==> src/rtl/tick_burst_ctrl.sv <==
// tick_burst_ctrl: programmable burst/continuous tick sequencer with optional sync-edge arming
module tick_burst_ctrl #(
    parameter int PERIOD_BITS = 32,
    parameter int CNT_BITS    = 16
) (
    input  logic                   Clock_I,
    input  logic                   Reset_I,
    input  logic [PERIOD_BITS-1:0] Period_I,
    input  logic [CNT_BITS-1:0]    Pulses_I,
    input  logic                   Start_I,
    input  logic                   Stop_I,
    input  logic                   SyncEn_I,
    input  logic                   Sync_I,
    output logic                   Clock_O,
    output logic                   Busy_O,
    output logic                   Done_O,
    output logic [CNT_BITS-1:0]    PulseCnt_O
);
    typedef enum logic [1:0] {IDLE, ARMED, RUN} state_t;
    state_t state, state_nxt;
    logic [PERIOD_BITS-1:0] per_q, per_nxt, cnt_q, cnt_nxt;
    logic [CNT_BITS-1:0] num_q, num_nxt, pulse_nxt, pulse_inc;
    logic sync_q, tick_nxt, done_nxt;
    assign pulse_inc = PulseCnt_O + CNT_BITS'(1);
    always_comb begin
        state_nxt = state;
        per_nxt = per_q;
        num_nxt = num_q;
        cnt_nxt = cnt_q;
        pulse_nxt = PulseCnt_O;
        tick_nxt = 1'b0;
        done_nxt = 1'b0;
        case (state)
            IDLE: if (Start_I && !Stop_I) begin
                per_nxt = Period_I;
                num_nxt = Pulses_I;
                cnt_nxt = '0;
                pulse_nxt = '0;
                state_nxt = SyncEn_I ? ARMED : RUN;
            end
            ARMED: if (Stop_I) begin
                state_nxt = IDLE;
                done_nxt = 1'b1;
            end else if (Sync_I && !sync_q) begin
                state_nxt = RUN;
                cnt_nxt = '0;
            end
            RUN: if (Stop_I) begin
                state_nxt = IDLE;
                done_nxt = 1'b1;
            end else if (cnt_q == per_q) begin
                cnt_nxt = '0;
                tick_nxt = 1'b1;
                pulse_nxt = pulse_inc;
                // Last tick of a finite burst retires the block on the same edge
                if (num_q != '0 && pulse_inc == num_q) begin
                    state_nxt = IDLE;
                    done_nxt = 1'b1;
                end
            end else begin
                cnt_nxt = cnt_q + PERIOD_BITS'(1);
            end
            default: state_nxt = IDLE;
        endcase
    end
    always_ff @(posedge Clock_I or posedge Reset_I) begin
        if (Reset_I) begin
            state <= IDLE;
            per_q <= '0;
            num_q <= '0;
            cnt_q <= '0;
            sync_q <= 1'b0;
            Clock_O <= 1'b0;
            Busy_O <= 1'b0;
            Done_O <= 1'b0;
            PulseCnt_O <= '0;
        end else begin
            state <= state_nxt;
            per_q <= per_nxt;
            num_q <= num_nxt;
            cnt_q <= cnt_nxt;
            sync_q <= Sync_I;
            Clock_O <= tick_nxt;
            Busy_O <= state_nxt != IDLE;
            Done_O <= done_nxt;
            PulseCnt_O <= pulse_nxt;
        end
    end
endmodule
==> config.mk <==
export PLATFORM = sky130hd
export DESIGN_NAME = tick_burst_ctrl
export DESIGN_NICKNAME = d
export VERILOG_FILES = /design/src/rtl/tick_burst_ctrl.sv
export SDC_FILE = /design/constraint.sdc
export NUM_CORES = 1
export LEC_CHECK = 0
export CAP_MARGIN = 25
export CORE_MARGIN = 4
export CORE_UTILIZATION = 50
export CTS_CLUSTER_DIAMETER = 120
export DETAILED_ROUTE_END_ITERATION = 6
export GPL_TIMING_DRIVEN = 0
export PLACE_DENSITY_LB_ADDON = 0.08
export RECOVER_POWER = 50
export SYNTH_ARGS = -nofsm -noshare
export SYNTH_HDL_FRONTEND = slang
export SYNTH_SLANG_ARGS = --single-unit
==> constraint.sdc <==
create_clock -name Clock_I -period 7.51 [get_ports Clock_I]
set_clock_uncertainty 0.2 [all_clocks]
set_input_delay 0.751 -clock Clock_I [delete_from_list [all_inputs] [get_ports Clock_I]]
set_output_delay 0.751 -clock Clock_I [all_outputs]
set_load 0.05 [all_outputs]
==> Yosys cells after proc, flatten, opt, wreduce, memory -nomap -nowiden <==
Cells that the tools add are included.
{ "op_classes": {"add_sub_neg": 2, "reduce_logical": 13, "n_mux": 26, "eq_ne": 9} }
{ "ops": {"columns": ["op", "count"], "rows": [
  ["$mux 32", 5],
  ["$pmux 32 s3", 1],
  ["$mux 16", 3],
  ["$add 32x1->32 const B", 1],
  ["$eq 32x32->1", 1],
  ["$pmux 16 s2", 1],
  ["$add 16x1->16 const B", 1],
  ["$eq 16x16->1", 1],
  ["$reduce_bool 16->1", 1],
  ["$mux 2", 7],
  ["$ne 2x2->1 const B", 5],
  ["$mux 1", 7],
  ["$pmux 2 s3", 1],
  ["$reduce_and 5->1", 1],
  ["$reduce_and 4->1", 1],
  ["$reduce_bool 2->1", 2],
  ["$logic_and 1x1->1", 3],
  ["$reduce_bool 3->1", 1],
  ["$eq 2x1->1 const B", 1],
  ["$eq 2x2->1 const B", 1],
  ["$logic_not 1->1", 2],
  ["$logic_not 2->1", 1],
  ["$pmux 1 s2", 1],
  ["$reduce_and 2->1", 1]
]} }
{ "totals": {"word_cells": 59, "reg_bits": 102} }

==> Longest topological paths before layout <==
{ "depth": {"depth_word": 8, "mapped_depth": 11, "mapped_depth_nobuf": 10} }

==> Worst setup path before layout <==
Ideal clock, no wire load.
{ "synth_timing": {"path_kind": "register to register", "startpoint": "register PulseCnt_O[3]", "endpoint": "register Busy_O", "setup_time_ns": 0.136, "path_stages_with_launch": 10, "arrival_time_ns": 2.517, "setup_slack_ns": 4.657, "synth_period_minus_slack_ns": 2.853, "t_required_ns": 7.174, "path_cell_list": "dfrtp_1 -> buf_2 -> nand4_2 -> nor4_4 -> mux2_2 -> a2111oi_0 -> o2111a_1 -> nand3_1 -> a21oi_1 -> a311oi_1"} }
{ "synth_via": {"elab_chain_cells": 8} }
{ "synth_rtl": {"columns": ["element", "line", "source"], "rows": [
  ["start: declaration", "17", "output logic [CNT_BITS-1:0] PulseCnt_O"],
  ["start signal: assignment", "86", "PulseCnt_O <= pulse_nxt;"],
  ["$add 16x1->16", "24", "assign pulse_inc = PulseCnt_O + CNT_BITS'(1);"],
  ["$eq 16x16->1", "56", "if (num_q != '0 && pulse_inc == num_q) begin"],
  ["$logic_and 1x1->1", "56", null],
  ["$mux 2", "56", null],
  ["$mux 2", "51", "end else if (cnt_q == per_q) begin"],
  ["$mux 2", "48", "RUN: if (Stop_I) begin"],
  ["$pmux 2 s3", "33", "case (state)"],
  ["$reduce_bool 2->1", "84", "Busy_O <= state_nxt != IDLE;"],
  ["end signal: assignment", "74", "Busy_O <= 1'b0;"],
  ["end signal: assignment", "84", null],
  ["end: declaration", "15", "output logic Busy_O,"]
]} }
Every way passes these cells.
A chain may end at the register's enable or synchronous reset.

==> Worst setup path in the final report <==
{ "layout_timing": {"startpoint": "register cnt_q[1]", "endpoint": "register cnt_q[19]"} }
{ "layout_via": {"elab_chain_cells": 4, "elab_cells_between_ends": 5} }
{ "layout_rtl": {"columns": ["element", "line", "source"], "rows": [
  ["start: declaration", "21", "logic [PERIOD_BITS-1:0] per_q, per_nxt, cnt_q, cnt_nxt;"],
  ["start signal: assignment", "81", "cnt_q <= cnt_nxt;"],
  ["$add 32x1->32 or $eq 32x32->1 (tied branches)", "61, 51", null],
  ["$mux 32 (*)", "51", null],
  ["$mux 32 (*)", "48", null],
  ["$pmux 32 s3 (*)", "33", null]
]} }
Mark *: on every way between the ends. The rest lies on a longest branch, timed or not. The select of a mux whose other input is x is not followed.

==> summary.md <==
| Metric | Value |
|---|---|
| Max VDD drop | `0.000142 V` |
| Clock transition at path regs | `0.10 ns` |
| Violated checks | `capacitance limit, slew limit` |
| Maximum Capacitance Violations | `1` |
| Post-synthesis cell type count | `49` |
| Met2 Routed Length | `6.10 mm` |
| Post-CTS setup buffer count | `0` |
| CTS root buf | `clkbuf_8` |
| Worst Reg-to-Reg Cells | `10` |
| Die area | `0.0126 mm^2` |
| Max Freq | `297 MHz` |
| Rel. slew slack | `-8.59%` |
| Power Density | `255 mW/mm^2` |
| R2R setup slack | `4.14 ns` |
| CTS Sinks | `102` |
| Synth warn | `0` |
| Finished Cell Area | `0.00656 mm^2` |
| Die W | `112 um` |
| Async SR Flop Fraction | `100%` |
| Dominant cell by count in the synthesized netlist | `dfrtp_1` |
| Hold Crit Depth | `1` |
| Avg WL per Cell | `16.6 um` |
| Vias per cell | `5.48` |
| Hold Path Sink | `per_q[9]` |
| Crit. End Element | `flop` |
| Critical path class | `flop to flop` |
| CTS tree | `yes` |
| Final setup TNS | `0 ns` |
| CP arrival | `3.42 ns` |
| Gr usage total | `20.4%` |
| DR pass1 iterations | `5` |
| CTS Buffer Depth | `2` |
| Post-synth EDFFs | `0` |
| Final net count | `664` |
| Largest net degree at the start of global routing | `69` |
| Post-Syn Area | `0.00544 mm^2` |
| DPL Wire Length | `9.39 mm` |
| Placeable Area | `0.0105 mm^2` |
| Final Hold Fails | `0` |
| Final setup fails | `0` |
| Post-cts sizing count | `0` |
| Die boundary height | `112 um` |
| WHS | `0.337 ns` |
| Initial DRC Count | `212` |
| Total grt overflow | `0` |
| Hold/Removal Path Class | `flop to flop` |
| Syn Inst Count | `520` |
| Vias | `4084` |
| Outcome | `complete, but fails checks` |
| Syn nets | `580` |
| Layout cells sized above 1 | `14.6%` |
| M1 wire length | `5.55 mm` |
| Critical R2R Capture | `cnt_q[19]` |
| Antenna-violating nets left | `0` |
| Placed cell areas | `0.00636 mm^2` |
| Total CTS buffers | `9` |
| Worst Path Max Fanout | `10` |
| Placer congestion estimate | `0.928` |
| Leak Pwr | `2.63 nW` |
| Filler Cell Count | `910` |
| Port Buffers | `72` |
| Critical path launch point type | `flop` |
| Layout Utilization | `62.7%` |
| Mean Syn Cell Area | `10.5 um^2` |
| Met3 WL | `493 um` |
| Initial antenna violation count | `0` |
| Ports | `73` |
| Sequential area share after synthesis | `46.9%` |
| Synth cell count leaders | `dfrtp_1, xnor2_1, mux2_2, nor2_1, o21ai_0` |
| Reg2reg start | `cnt_q[1]` |
| Synth-to-Final Area Change | `20.5%` |
| DRC viols | `0` |
| Synth area leader | `dfrtp_1` |
| Fin crit share | `44.9%` |
| H-tree depth | `3` |
| Worst-Margin Slew | `1.62 ns` |
| Final min period | `3.37 ns` |
| Post-synth top flop | `dfrtp_1` |
| Top post-synthesis cells by area | `dfrtp_1, mux2_2, xnor2_1` |
| Worst-Skew Late Latency | `0.36 ns` |
| Count of final max-slew check failures | `35` |
| Row count | `37` |
| Antenna Cells | `0` |
| Synth top area share | `46.9%` |
| Initial core utilization | `52.0%` |
| Unrepaired setup endpoints after global routing | `false` |
| DR top layer | `met4` |
| First-pass GRT wire length | `20.9 mm` |
| Final wirelength | `12.4 mm` |
| Post-synthesis register bit count | `102` |
| Crit. Startpoint | `cnt_q[1]` |
| CTS Hold Bufs | `0` |
| Vias in the first global route | `4171` |
| Min-Delay Startpoint | `per_q[9]` |
| CP required | `7.55 ns` |
## layer usage
metal / global-route usage, % / up-vias
met5: 0 / -
met4: 5.85 / 0
li1: - / 1996
met1: 27.6 / 1970
met3: 2.86 / 17
met2: 34.4 / 101
## layout make-up
| cell class | count | area, um^2 | share of cell area [%] |
|---|---|---|---|
| inverter | 8 | 31.3 | 0.477 |
| clock inverter | 6 | 70.1 | 1.07 |
| buffer | 21 | 90.1 | 1.37 |
| timing repair buffer | 73 | 748 | 11.4 |
| tap | 136 | 170 | 2.59 |
| sequential | 102 | 2550 | 38.9 |
| multi-input combinational | 389 | 2770 | 42.2 |
| clock buffer | 10 | 128 | 1.95 |
## how the worst max path moves through the flow
stage                endpoint  cells after the start  slack, ns
floorplan              Busy_O                      1       3.88
CTS                 cnt_q[19]                     11       4.17
global placement    per_q[10]                      2       2.31
detailed placement  cnt_q[26]                      9       3.88
global route        cnt_q[21]                     10       3.94
finish              cnt_q[19]                     10       4.14
## per-stage QoR
step           power, mW  setup slack, ns  std cells
5_1_grt             1.78             3.94        745
4_1_cts             1.69             4.17        745
2_1_floorplan       1.16             3.88        520
6_report            1.67             4.14        745
3_5_place_dp        1.33             3.88        729
3_3_place_gp        1.32             2.31        728
## where the power goes
| group | internal [mW] | switching, mW | leakage, nW |
|---|---|---|---|
| combinational | 0.268 | 0.246 | 1.23 |
| clock | 0.157 | 0.197 | 0.0895 |
| sequential | 0.681 | 0.120 | 1.31 |
## cell usage in the layout (no fill, tap or decap), drive strengths merged, types with 2 or more instances in the layout
cell           count
o21a               2
a21oi              9
nand2b             8
nand4             19
a31oi              2
clkbuf            21
nor2b             12
nor2              50
and2b              2
xnor2             54
clkinvlp           4
ha                 6
clkdlybuf4s50     64
o21ai             34
mux2              49
a22o               3
nor4               8
a2111oi            2
buf               11
dfrtp            102
inv                9
and3               8
nand2             31
xor2              25
dlygate4sd3        8
nor3               5
nand3             27
or3                4
o31ai             10
o41ai              3
a211oi             2
and4               2
and2               2
## worst max-delay path, stage by stage (launching register included)
cell and delay [ns]:
dfrtp_1 0.45, xnor2_1 0.31, nand4_1 0.13, nor4_1 0.61
and2_0 0.20, buf_2 0.15, nand2b_1 0.33, inv_1 0.13
nor2_1 0.34, buf_2 0.32, nor2_1 0.08
## flip-flops by register name, indices dropped and copies added, names as in the netlist
signal,flops
Busy_O,1
Clock_O,1
Done_O,1
PulseCnt_O,16
cnt_q,32
num_q,16
per_q,32
state,2
sync_q,1
## kinds of logic (layout without fill, tap and decap cells)
family	Yosys count	after routing	share of synthesized area (%)
and+or+nand+nor	181	181	17.8
DFF	102	102	46.9
xor gates and xnor gates	79	79	12.7
AOI/OAI and AO/OA	73	73	8.69
muxes	50	50	10.3
buffers and inverters	29	118	2.21
adders and majority gates	6	6	1.38
No activity file was read; power rests on OpenSTA's default activity.
